## config.mk

```make
export PLATFORM = sky130hd
export DESIGN_NAME = mux4_rr_arbiter
export DESIGN_NICKNAME = d
export VERILOG_FILES = /design/src/rtl/mux4_rr_arbiter.sv
export SDC_FILE = /design/constraint.sdc
export NUM_CORES = 1
export LEC_CHECK = 0
export CAP_MARGIN = 10
export CORE_MARGIN = 2
export CORE_UTILIZATION = 46
export DETAILED_ROUTE_END_ITERATION = 10
export GPL_TIMING_DRIVEN = 0
export PLACE_DENSITY = 0.85
export SLEW_MARGIN = 10
export SYNTH_ARGS = -nofsm -noshare
export SYNTH_HDL_FRONTEND = slang
export SYNTH_SLANG_ARGS = --single-unit
```

## constraint.sdc

```tcl
create_clock -name clk -period 5.1 [get_ports clk]
set_clock_uncertainty 0.05 [all_clocks]
set_input_delay 0.765 -clock clk [delete_from_list [all_inputs] [get_ports clk]]
set_output_delay 0.765 -clock clk [all_outputs]
set_load 0.02 [all_outputs]
```

## src/rtl/mux4_rr_arbiter.sv

```systemverilog
// Four-requester round-robin arbiter feeding a registered 4:1 data mux.
// A grant is held, with f, gnt and the mux selects frozen, until the consumer
// accepts f (f_valid && out_ready). On that handshake the pointer moves past
// the served requester, and a new winner is loaded in the same cycle if any
// request is present, so back-to-back traffic runs at one transfer per cycle.
module mux4_rr_arbiter #(
    parameter int unsigned WIDTH = 8
) (
    input  logic             clk,
    input  logic             rst,
    input  logic [3:0]       req,
    input  logic [WIDTH-1:0] a,
    input  logic [WIDTH-1:0] b,
    input  logic [WIDTH-1:0] c,
    input  logic [WIDTH-1:0] d,
    input  logic             out_ready,
    output logic [WIDTH-1:0] f,
    output logic             f_valid,
    output logic [3:0]       gnt,
    output logic [3:0]       ack,
    output logic             sel1,
    output logic             sel2,
    output logic             sel3
);

    typedef enum logic [0:0] {
        StIdle,
        StHold
    } state_e;

    // Mux select code, packed as {sel3, sel1, sel2}.
    localparam logic [2:0] SelA = 3'b110;
    localparam logic [2:0] SelB = 3'b100;
    localparam logic [2:0] SelC = 3'b001;
    localparam logic [2:0] SelD = 3'b000;

    state_e           state_q, state_d;
    logic [1:0]       ptr_q, ptr_d;
    logic [WIDTH-1:0] f_q, f_d;
    logic [3:0]       gnt_q, gnt_d;
    logic [2:0]       sel_q, sel_d;

    logic             handshake;
    logic [1:0]       gnt_idx;
    logic [1:0]       base;
    logic [3:0]       req_rot;
    logic [1:0]       win_off;
    logic [1:0]       win_idx;
    logic             win_valid;
    logic [WIDTH-1:0] win_data;
    logic [3:0]       win_onehot;
    logic [2:0]       win_sel;

    // Encode the held one-hot grant and pick the search origin for arbitration.
    always_comb begin
        handshake = (state_q == StHold) && out_ready;
        gnt_idx   = 2'd0;
        unique case (gnt_q)
            4'b0001: gnt_idx = 2'd0;
            4'b0010: gnt_idx = 2'd1;
            4'b0100: gnt_idx = 2'd2;
            4'b1000: gnt_idx = 2'd3;
            default: gnt_idx = 2'd0;
        endcase
        // On a handshake the just-served requester drops to lowest priority.
        base = handshake ? (gnt_idx + 2'd1) : ptr_q;
    end

    // Rotate req so that the origin sits at bit 0, then take the first set bit.
    always_comb begin
        req_rot = req;
        case (base)
            2'd0:    req_rot = req;
            2'd1:    req_rot = {req[0], req[3:1]};
            2'd2:    req_rot = {req[1:0], req[3:2]};
            default: req_rot = {req[2:0], req[3]};
        endcase

        win_valid = |req_rot;
        win_off   = 2'd0;
        if (req_rot[0]) begin
            win_off = 2'd0;
        end else if (req_rot[1]) begin
            win_off = 2'd1;
        end else if (req_rot[2]) begin
            win_off = 2'd2;
        end else begin
            win_off = 2'd3;
        end
        win_idx = base + win_off;
    end

    // Decode the winning index into data, one-hot grant and mux select code.
    always_comb begin
        win_data   = a;
        win_onehot = 4'b0001;
        win_sel    = SelA;
        case (win_idx)
            2'd0: begin
                win_data   = a;
                win_onehot = 4'b0001;
                win_sel    = SelA;
            end
            2'd1: begin
                win_data   = b;
                win_onehot = 4'b0010;
                win_sel    = SelB;
            end
            2'd2: begin
                win_data   = c;
                win_onehot = 4'b0100;
                win_sel    = SelC;
            end
            default: begin
                win_data   = d;
                win_onehot = 4'b1000;
                win_sel    = SelD;
            end
        endcase
    end

    // Next-state logic: load a winner from IDLE, hold while stalled, re-arbitrate on handshake.
    always_comb begin
        state_d = state_q;
        ptr_d   = ptr_q;
        f_d     = f_q;
        gnt_d   = gnt_q;
        sel_d   = sel_q;

        unique case (state_q)
            StIdle: begin
                if (win_valid) begin
                    state_d = StHold;
                    f_d     = win_data;
                    gnt_d   = win_onehot;
                    sel_d   = win_sel;
                end
            end
            StHold: begin
                if (out_ready) begin
                    ptr_d = base;
                    if (win_valid) begin
                        state_d = StHold;
                        f_d     = win_data;
                        gnt_d   = win_onehot;
                        sel_d   = win_sel;
                    end else begin
                        // f keeps its last value; only the qualifiers clear.
                        state_d = StIdle;
                        gnt_d   = 4'b0000;
                        sel_d   = 3'b000;
                    end
                end
            end
            default: begin
                state_d = StIdle;
            end
        endcase
    end

    // State registers with synchronous reset; reset drops any pending transfer.
    always_ff @(posedge clk) begin
        if (rst) begin
            state_q <= StIdle;
            ptr_q   <= 2'd0;
            f_q     <= '0;
            gnt_q   <= 4'b0000;
            sel_q   <= 3'b000;
        end else begin
            state_q <= state_d;
            ptr_q   <= ptr_d;
            f_q     <= f_d;
            gnt_q   <= gnt_d;
            sel_q   <= sel_d;
        end
    end

    // Output drive; ack is the combinational handshake qualified grant.
    always_comb begin
        f       = f_q;
        f_valid = (state_q == StHold);
        gnt     = gnt_q;
        ack     = (f_valid && out_ready) ? gnt_q : 4'b0000;
        sel3    = sel_q[2];
        sel1    = sel_q[1];
        sel2    = sel_q[0];
    end

endmodule
```

; Word-level counts from Yosys, hierarchy flattened
; Index checks and enable logic that the tools add are counted.
[totals]
wordCells = 47
in_bits = 39
out_inout_bits = 20
ff_bits = 18
[classes]
reduce_logical = 6
eq_ne = 9
n_addsub = 2
n_mux = 24
n_bitwise = 1
[ops]
columns = operator, count
row1 = one-hot mux 4 bit (3 select lines), 2
row2 = one-hot mux 8 bit (3 select lines), 1
row3 = 2-to-1 mux 4 bit, 4
row4 = 2-to-1 mux 8 bit, 2
row5 = one-hot mux 8 bit (2 select lines), 1
row6 = 2-to-1 mux 3 bit, 3
row7 = one-hot mux 3 bit (3 select lines), 1
row8 = one-hot mux 4 bit (2 select lines), 1
row9 = 2-to-1 mux 2 bit, 3
row10 = one-hot mux 2 bit (3 select lines), 1
row11 = one-hot mux 3 bit (2 select lines), 1
row12 = equality test 2 x 1 -> 1 bit (second input constant), 2
row13 = equality test 2 bit (second input constant), 2
row14 = equality test 4 x 2 -> 1 bit (second input constant), 1
row15 = equality test 4 x 3 -> 1 bit (second input constant), 1
row16 = equality test 4 bit (second input constant), 1
row17 = zero test 2 bit, 2
row18 = inequality test 2 bit (second input constant), 2
row19 = AND reduction 2 bit, 2
row20 = OR reduction 4 bit, 1
row21 = 2-to-1 mux 1 bit, 3
row22 = adder 2 x 1 -> 2 bit (second input constant), 1
row23 = adder 2 bit, 1
row24 = one-hot mux 1 bit (2 select lines), 1
row25 = 2 further kinds, 2

; Longest topological paths before layout
; Gate-level depths: netlist of the first run.
[depth]
word_depth = 15
mapped_depth = 13
depth_no_buf = 12

; Worst setup path after synthesis of the first run
; No wires, ideal clock.
[synth_path]
path_kind = in2reg
start = in out_ready
end = reg f_q[7] (netlist: f[7])
cell_stages = 13
slack_ns = 2.099
t_required_ns = 4.933
setup_ns = 0.117
arrival_time_ns = 2.833
path_buffers = 1
path_cell_list = a21boi_0 -> a41o_2 -> nand2_1 -> a21oi_1 -> a21oi_1 -> a21oi_1 -> ha_1 -> xnor2_1 -> buf_2 -> nand3_1 -> nor2_1 -> o32ai_1 -> a32o_1
[synth_between]
elab_chain_cells = 13
word_cells_on_any_way = 19
classes_between = add/sub: 1 / eq/ne: 5 / mux: 9 / reduce/logical: 4
[synth_lines]
columns = element, line_no
row1 = "start, declared", 16  ; input logic out_ready,
row2 = logical AND 1 bit, 56  ; handshake = (state_q == StHold) && out_ready;
row3 = 2-to-1 mux 2 bit, 66  ; base = handshake ? (gnt_idx + 2'd1) : ptr_q;
row4 = equality test 2 bit (tied with other cells), 72  ; case (base)
row5 = one-hot mux 4 bit (3 select lines), 72
row6 = 2-to-1 mux 1 bit, 85  ; end else if (req_rot[2]) begin
row7 = 2-to-1 mux 2 bit, 83  ; end else if (req_rot[1]) begin
row8 = 2-to-1 mux 2 bit, 81  ; if (req_rot[0]) begin
row9 = adder 2 bit, 90  ; win_idx = base + win_off;
row10 = equality test 2 bit (tied with other cells), 98  ; case (win_idx)
row11 = one-hot mux 8 bit (3 select lines), 98
row12 = 2-to-1 mux 8 bit, "132, 142"
row13 = 2-to-1 mux 8 bit, 140  ; if (out_ready) begin
row14 = one-hot mux 8 bit (2 select lines), 130  ; unique case (state_q)
row15 = "end signal, assigned", 166  ; f_q <= '0;
row16 = "end signal, assigned", 172  ; f_q <= f_d;
row17 = "end, declared", 39  ; logic [WIDTH-1:0] f_q, f_d;
; Parallel ways exist; a longest one is shown, timed or not. The select of a mux whose other input is x is not followed.
; A chain may end at the register's enable or synchronous reset.

; Worst setup path after layout of the first run
; Ends and elaborated chain as after synthesis.

==> results of run 1 <==
==> layout make-up <==
cell class                      count  area, um^2
Fill cell                         244         913
Tap cell                           33        41.3
Buffer                             10        63.8
Multi-Input combinational cell    146        1020
Sequential cell                    16         320
Clock buffer                        4        36.3
Timing Repair Buffer               58         581
==> sequential cells by signal, summed over array words and instances (netlist names) <==
name     count
f            8
sel_q        1
ptr_q        2
gnt          4
f_valid      1
==> kinds of logic (layout without fill, tap and decap cells) <==
group / after synthesis / in the layout / synth area share
AO/OA/AOI/OAI: 52 / 52 / 0.343
buffers and inverters: 10 / 72 / 0.0454
flip-flops: 16 / 16 / 0.228
XOR/XNOR: 4 / 4 / 0.0303
multiplexers: 4 / 4 / 0.0285
adder cells (fa/ha/maj): 1 / 1 / 0.00890
AND/OR/NAND/NOR: 85 / 85 / 0.317
==> synth_stat cells, drive strengths merged (2+ instances only) <==
cell type and count:
a211oi 3, a21oi 13, a31o 3, a32o 5, a32oi 4, a41oi 2, and3 8, buf 8
clkbuf 2, dfxtp 16, mux2i 4, nand2 24, nand2b 3, nand3 5, nand4 4, nor2 25
nor2b 2, nor3 9, nor3b 2, o21ai 4, o21ba 2, o21bai 3, o31ai 4, o32ai 4
xnor2 2, xor2 2
==> cells in the final DEF (no fill, tap or decap), types with 2 or more instances in the layout <==
master | netlist | layout
o32ai_1 | 4 | 4
clkdlybuf4s50_1 | 0 | 58
nor3_2 | 2 | 2
xor2_1 | 2 | 2
a211oi_1 | 2 | 2
buf_2 | 3 | 3
nand3_1 | 5 | 5
nor2_4 | 2 | 2
a21oi_1 | 11 | 11
a21oi_2 | 2 | 2
nand2b_1 | 3 | 3
a32oi_1 | 4 | 4
nor3_1 | 6 | 6
mux2i_1 | 4 | 4
dfxtp_1 | 16 | 16
nand4_1 | 4 | 4
clkbuf_4 | 0 | 3
a32o_1 | 5 | 5
o31ai_2 | 4 | 4
nor2_1 | 23 | 23
clkbuf_1 | 2 | 2
o21ba_4 | 2 | 2
and3_1 | 7 | 7
buf_4 | 4 | 4
nand2_1 | 23 | 23
nor2b_1 | 2 | 2
o21ai_1 | 4 | 4
a31o_1 | 3 | 3
==> worst max-delay path, stage by stage <==
cell and delay, ns:
clkdlybuf4s50_1 0.47, a21boi_0 0.13, a41oi_2 0.37, nand2_1 0.10
a21oi_1 0.15, nor3_1 0.06, a21oi_1 0.15, ha_1 0.25
xnor2_1 0.17, buf_2 0.26, nand3_1 0.33, nor2_1 0.18
o32ai_1 0.11, a32o_1 0.22
==> where the power goes <==
part / switching [mW] / internal [mW] / leakage [nW] / total (mW)
Sequential: 0.0161 / 0.148 / 0.132 / 0.164
Clock: 0.0468 / 0.0436 / 0.0210 / 0.0903
Combinational: 0.200 / 0.171 / 0.623 / 0.370
==> metal layers <==
| metal | vias to the layer above | share of wire | track usage |
|---|---|---|---|
| met2 | 73 | 0.47 | 0.380 |
| met4 | 0 | 0.011 | 0.0844 |
| met3 | 6 | 0.077 | 0.0306 |
| met5 | - | 0 | 0 |
| li1 | 777 | - | - |
| met1 | 730 | 0.44 | 0.292 |
==> path summary, 6_finish.rpt <==
check / slack, ns / endpoint / start / cells after the start
max reg2reg: 1.95 / f[7]$_SDFFE_PP0P_ / gnt[2]$_SDFFE_PP0P_ / 13
min: 0.43 / f[3]$_SDFFE_PP0P_ / f[3]$_SDFFE_PP0P_ / 1
max: 1.53 / f[7]$_SDFFE_PP0P_ / out_ready / 14
min reg2reg: 0.43 / f[3]$_SDFFE_PP0P_ / f[3]$_SDFFE_PP0P_ / 1
==> metrics.md, run 1 <==
| Metric | Value |
|---|---|
| First-pass GRT wire length | 6.14 mm |
| Power Dens Cells | approximately 300 nW/um^2 |
| Synth unique cells | 49 |
| Starting Density | 0.472 |
| Slew HR | 0.614 |
| Inst Count DP | 263 |
| EDFF count, synth | 0 |
| Vias per Instance | about 5.9 |
| GRT Total Usage | 0.226 |
| Final #Nets | ~280 |
| Row cnt | 20 |
| Largest net degree at the start of global routing | 11 |
| Hold violation total from the final report | 0 |
| IO Pins | about 60 |
| Diodes inserted | 0 |
| Post-Route WL | 3.80 mm |
| Worst-Skew Late Latency | ~0.3 ns |
| Die area | 3520 um^2 |
| Post-synth ARST share | 0 |
| Cell Area, Synth | roughly 1400 um^2 |
| Area contributors post-synth | dfxtp_1 23%, nand2_1 6.1%, nor2_1 6.1% |
| Mean Syn Cell Area | roughly 8 um^2 |
| Final worst path period share | 0.700 |
| Peak supply drop | about 0.15 mV |
| Area grow syn2layout | 46.8% |
| CTS tree | built |
| Core Util, Final | 0.693 |
| RSZ-0062 raised after global routing | false |
| Clock root cell | clkbuf_4 |
| Total core area | just under 3000 um^2 |
| Sink Count | 16 |
| Post CTS Setup Buffer Count | 0 |
| Startpoint Class | input pin |
| Remaining Overflow, GRT | 0 |
| Post-route ant nets | 0 |
| Vias | approximately 1600 |
| Maximum fanout along the worst path | 10 |
| IO buf count | 58 |
| Achievable Freq | around 280 MHz |
| Post-CTS resize count | 0 |
| Worst slack at placement | 1.19 ns |
| Pre-Repair DR Iteration Count | 4 |
| Drc violations | 0 |
| Final Setup Violations | 0 |
| Max Buffers Root-to-Sink | 2 |
| Mapped Nets | roughly 210 |
| Register area share after synthesis | 0.228 |
| Post-DP HPWL | 2.99 mm |
| Number of max-cap violations | 0 |
| Final GP Congestion | slightly above 0.8 |
| Min-Delay Path Class | reg -> reg |
| Worst setup EP type | flop |
| CP required | about 5.3 ns |
| DRT iter0 DRCs | 65 |
| Post-Layout Cell Count | around 270 |
| Top-area cell type share of the netlist area | 0.228 |
| #FFs+latches synth | 16 |
| Layout cells sized above 1 | 0.158 |
| Placed Area | between 2000 and 2500 um^2 |
| Kind of critical path | in -> reg |
| Largest area contributor in the netlist | dfxtp_1 |
| Pwr Total | roughly 630 uW |
| Final instance area | between 2000 and 2500 um^2 |
| Clock Pin Slew Worst Setup and Hold Paths | approximately 0.12 ns |
| Final min period | between 3 and 4 ns |
| WP data arrival | between 3 and 4 ns |
| P_leak | around 0.78 nW |
| Yosys warns | 0 |
| Count of pins over their slew limit | 0 |
| Vias in the first global route | about 1400 |
| DIE HEIGHT | 59.3 um |
| Ys flop type | dfxtp_1 |
| Synthesized netlist cell count | approximately 170 |
| Hold-fix buffers at CTS | 0 |
| H-Tree Depth | 1 |
| Avg WL per Cell | about 14 um |
| Final Worst Setup Slack | approximately 1.5 ns |
| Status | completed |
| TritonCTS Buffers | 3 |
| Fin Hold WS | between 0.4 and 0.5 ns |
| Die span in x | approximately 60 um |
| Initial antenna violation count | 0 |
| Slew @ Worst Pin | ~0.58 ns |
| Setup TNS | 0 ns |
Note: power is estimated with default switching activity, not from simulation.
==> run 2, diff against run 1 <==
- CORE_UTILIZATION: 46 -> 39
- PLACE_DENSITY: 0.85 -> 0.77
- clock period: 5.1 -> 3.2 ns (I/O delays scaled with it)
==> run 2 against run 1 <==
Net effect: die area increased by 17%; combinational power increased by 71%; utilization down 5.4 points; critical path type unchanged; largest power group unchanged; highest routed layer unchanged.
==> metrics.md, run 2 (synthesis gave the netlist of run 1 again) <==
| Metric | Value |
|---|---|
| Commonest cells after routing, fill and taps aside | 58 x clkdlybuf4s50_1, 23 x nor2_1, 23 x nand2_1 |
| Min-Delay Path Class | reg -> reg |
| Starting Density | 0.415 (-0.0574) |
| Remaining Overflow, GRT | 0 (unchanged) |
| Row cnt | 21 (+5.0%) |
| WHS Endpoint | sel_q[2]$_SDFFE_PP0P_ |
| Final #Nets | 280 (+1.8%) |
| Int Pwr | 602 uW (+66%) |
| RSZ-0062 raised after global routing | false |
| Clock Pin Slew Worst Setup and Hold Paths | 0.10 ns (-0.02 ns) |
| Clock share of power | 0.133 (-0.012) |
| Avg WL per Cell | 14.3 um (+0.72%) |
| Power share of the sequential group | 0.255 (-0.008) |
| Maximum fanout along the worst path | 10 (unchanged) |
| Die span in x | 64.1 um (+8.0%) |
| Area grow syn2layout | 54.2% |
| Worst slack at placement | -0.438 ns (-1.63 ns) |
| Worst-Skew Late Latency | 0.29 ns (about the same) |
| Worst path max stage delay | 0.48 ns (about the same) |
| Kind of critical path | in -> reg |
| Met2 GRT Util | 0.336 (-0.0440) |
| Layout cells sized above 1 | 0.188 (+0.0302) |
| HP Start | sel_q[2]$_SDFFE_PP0P_ |
| Number of fill cells | 318 (+30%) |
| Vias in the first global route | 1433 (+1.1%) |
| Hold Path Depth | 2 (+1) |
| Switching part of the total power | 0.417 (-0.00342) |
| Slew HR | 0.655 (+0.0402) |
| Diodes inserted | 0 (unchanged) |
| DRT iter0 DRCs | 102 (+57%) |
| Status | completed |
| CP required | 3.34 ns (-1.92 ns) |
| Reg2reg end | f[3]$_SDFFE_PP0P_ |
| Peak supply drop | 0.266 mV (+82%) |
| Slowest cell on crit path | clkdlybuf4s50_1 |
| H-Tree Depth | 1 (unchanged) |
| Worst r2r src | gnt[1]$_SDFFE_PP0P_ |
| GR Util met1 | 0.241 (-0.0512) |
| Critical Path Source | out_ready |
| Max Buffers Root-to-Sink | 2 (unchanged) |
| Final min period | a little over 3 ns |
| Initial antenna violation count | 0 (unchanged) |
| Sink Count | 16 (unchanged) |
| Clock root cell | clkbuf_4 |
| Worst setup EP type | flop |
| Most frequent CP cell | a21oi_1 |
| Post-Route WL | 4.08 mm (+7.5%) |
| Core Util, Final | 0.640 (-0.0536) |
| Cell Chain, Critical Path | clkdlybuf4s50_1, buf_4, a41o_4, nand2_1, a21oi_1, a21oi_1, a21oi_1, ha_2, xnor2_2, clkdlybuf4s15_2, a2111oi_2, a311oi_1, a32o_1 |
| TritonCTS Buffers | 3 (unchanged) |
| First-pass GRT wire length | 6.48 mm (+5.5%) |
| Comb pwr share | 0.612 (+0.020) |
| Final Setup Violations | 0 (unchanged) |
| R2R cell count | 12 (-1) |
| Post-route ant nets | 0 (unchanged) |
| Slew @ Worst Pin | 0.518 ns (-0.0575 ns) |
| Gr busiest metal | met2 |
| CTS tree | built |
| Total core area | 3390 um^2 (+14%) |
| Final Worst Setup Slack | 0.108 ns (-1.42 ns) |
| Met3 global-route usage | 0.0370 (+0.00640) |
| GRT Total Usage | 0.197 (-0.0286) |
| Vias | 1592 (+0.38%) |
| CP top delay family | compound AO/OA/AOI/OAI gates |
| Pre-Repair DR Iteration Count | 4 (unchanged) |
| NetSw | 430 uW (+64%) |
| R2R setup slack | 0.19 ns (-1.76 ns) |
| Die area | 4100 um^2 (+17%) |
| Register area | 320 um^2 (unchanged) |
| Area occupied by multi-input gates | 1070 um^2 (+4.3%) |
| Commonest non-fill, non-tap cell in the layout | clkdlybuf4s50_1 |
| Largest net degree at the start of global routing | 11 (unchanged) |
| Final GP Congestion | 0.841 (+1.9%) |
| Hold violation total from the final report | 0 (unchanged) |
| Setup TNS | 0 ns (unchanged) |
| IO Pins | 59 (unchanged) |
| Number of max-cap violations | 0 (unchanged) |
| Post-DP HPWL | 3.04 mm (+1.7%) |
| Startpoint Class | input pin |
| WP data arrival | 3.24 ns (-0.49 ns) |
| DIE HEIGHT | 64.1 um (+8.0%) |
| Max FFs per register | 8 (unchanged) |
| Vias per Instance | 5.59 (-6.0%) |
| P_leak | 0.810 nW (+4.4%) |
| Final worst path period share | 0.966 |
| Power Dens Cells | 476 nW/um^2 (+57%) |
| IO buf count | 58 (unchanged) |
| Count of pins over their slew limit | 0 (unchanged) |
| Drc violations | 0 (unchanged) |
| Crit path buffers/inverters | 3 (+1) |
| Achievable Freq | ~320 MHz |
## run 2: changes by cell type in the layout (fill, tap and decap cells not counted), sizes merged
cell and change:
clkdlybuf4s15 +1, buf +4
## run 2: through the flow
step           hold WS, ns  total power, mW  std cells  cell area (um^2)
6_report             0.432             1.03        285              2170
5_1_grt              0.472             1.10        285              2170
4_1_cts              0.437            0.999        280              2090
3_5_place_dp         0.417            0.857        276              2040
3_3_place_gp         0.413            0.850        276              2040
2_1_floorplan        0.497            0.651        172              1410
## run 2: power groups by stage
| stage | clock, mW | sequential, mW | combinational (mW) |
|---|---|---|---|
| final | 0.137 | 0.264 | 0.632 |
| after CTS | 0.142 | 0.263 | 0.593 |
| after floorplan | 0 | 0.307 | 0.345 |
| after global routing | 0.150 | 0.268 | 0.683 |
| after detailed placement | 0 | 0.268 | 0.589 |
| after global placement | 0 | 0.267 | 0.583 |
## run 2: how the worst max path moves through the flow
stage,end,slack (ns),depth (start not counted)
detailed placement,f[1]$_SDFFE_PP0P_,-0.44,14
global placement,f[0]$_SDFFE_PP0P_,-0.37,14
floorplan,f[7]$_SDFFE_PP0P_,0.39,13
CTS,f[0]$_SDFFE_PP0P_,0.02,12
global route,f[3]$_SDFFE_PP0P_,0.006,13
finish,f[3]$_SDFFE_PP0P_,0.11,13
## run 2: final cells by class
cell class              instances  area share
flip-flops and latches         16       0.148
clock buffers                   4      0.0167
multi-input cells             146       0.492
well taps                      46      0.0265
repair buffers                 63       0.287
plain buffers                  10      0.0306
## run 2: repair_timing
action	4_1_cts	5_1_grt
cloned	0	1
resized for setup	1	8
buffers inserted	0	4
hold buffers	0	0
endpoints found under the hold margin	0	0
endpoints found under the setup margin	5	11
## run 2: worst reg2reg max path, cell delays in order (launching register included)
cell and delay (ns):
dfxtp_1 0.45, xor2_1 0.27, a41o_4 0.29, nand2_1 0.06
a21oi_1 0.18, a21oi_1 0.07, a21oi_1 0.17, ha_2 0.28
xnor2_2 0.12, clkdlybuf4s15_2 0.27, a2111oi_2 0.34, a311oi_1 0.10
a32o_1 0.27
## run 2: routing by layer
layer / part of all wire / vias up
met5: 0 / -
met4: 0.021 / 0
met3: 0.069 / 9
met2: 0.48 / 72
met1: 0.43 / 726
li1: - / 785
==> run 3, diff against run 2 <==
--- a/config.mk
+++ b/config.mk
@@ -9,7 +9,6 @@
 export CORE_MARGIN = 2
-export CORE_UTILIZATION = 39
+export CORE_UTILIZATION = 46
 export DETAILED_ROUTE_END_ITERATION = 10
 export GPL_TIMING_DRIVEN = 0
-export PLACE_DENSITY = 0.77
-export SLEW_MARGIN = 10
+export PLACE_DENSITY = 0.85
 export SYNTH_ARGS = -nofsm -noshare
==> constraint.sdc (replaced) <==
create_clock -name clk -period 3.8 [get_ports clk]
set_clock_uncertainty 0.05 [all_clocks]
set_input_delay 0.57 -clock clk [delete_from_list [all_inputs] [get_ports clk]]
set_output_delay 0.57 -clock clk [all_outputs]
set_load 0.005 [all_outputs]
==> results of run 3 <==
Same layout as run 1 (identical final DEF). Status: completed.
Main changes from that run: setup slack after placement 1.19 ns -> 0.0898 ns; setup slack after layout 1.53 ns -> 0.427 ns; register-to-register setup slack 1.95 ns -> 0.65 ns; total power 0.625 mW -> 0.799 mW; worst IR drop on VDD 0.146 mV -> 0.181 mV
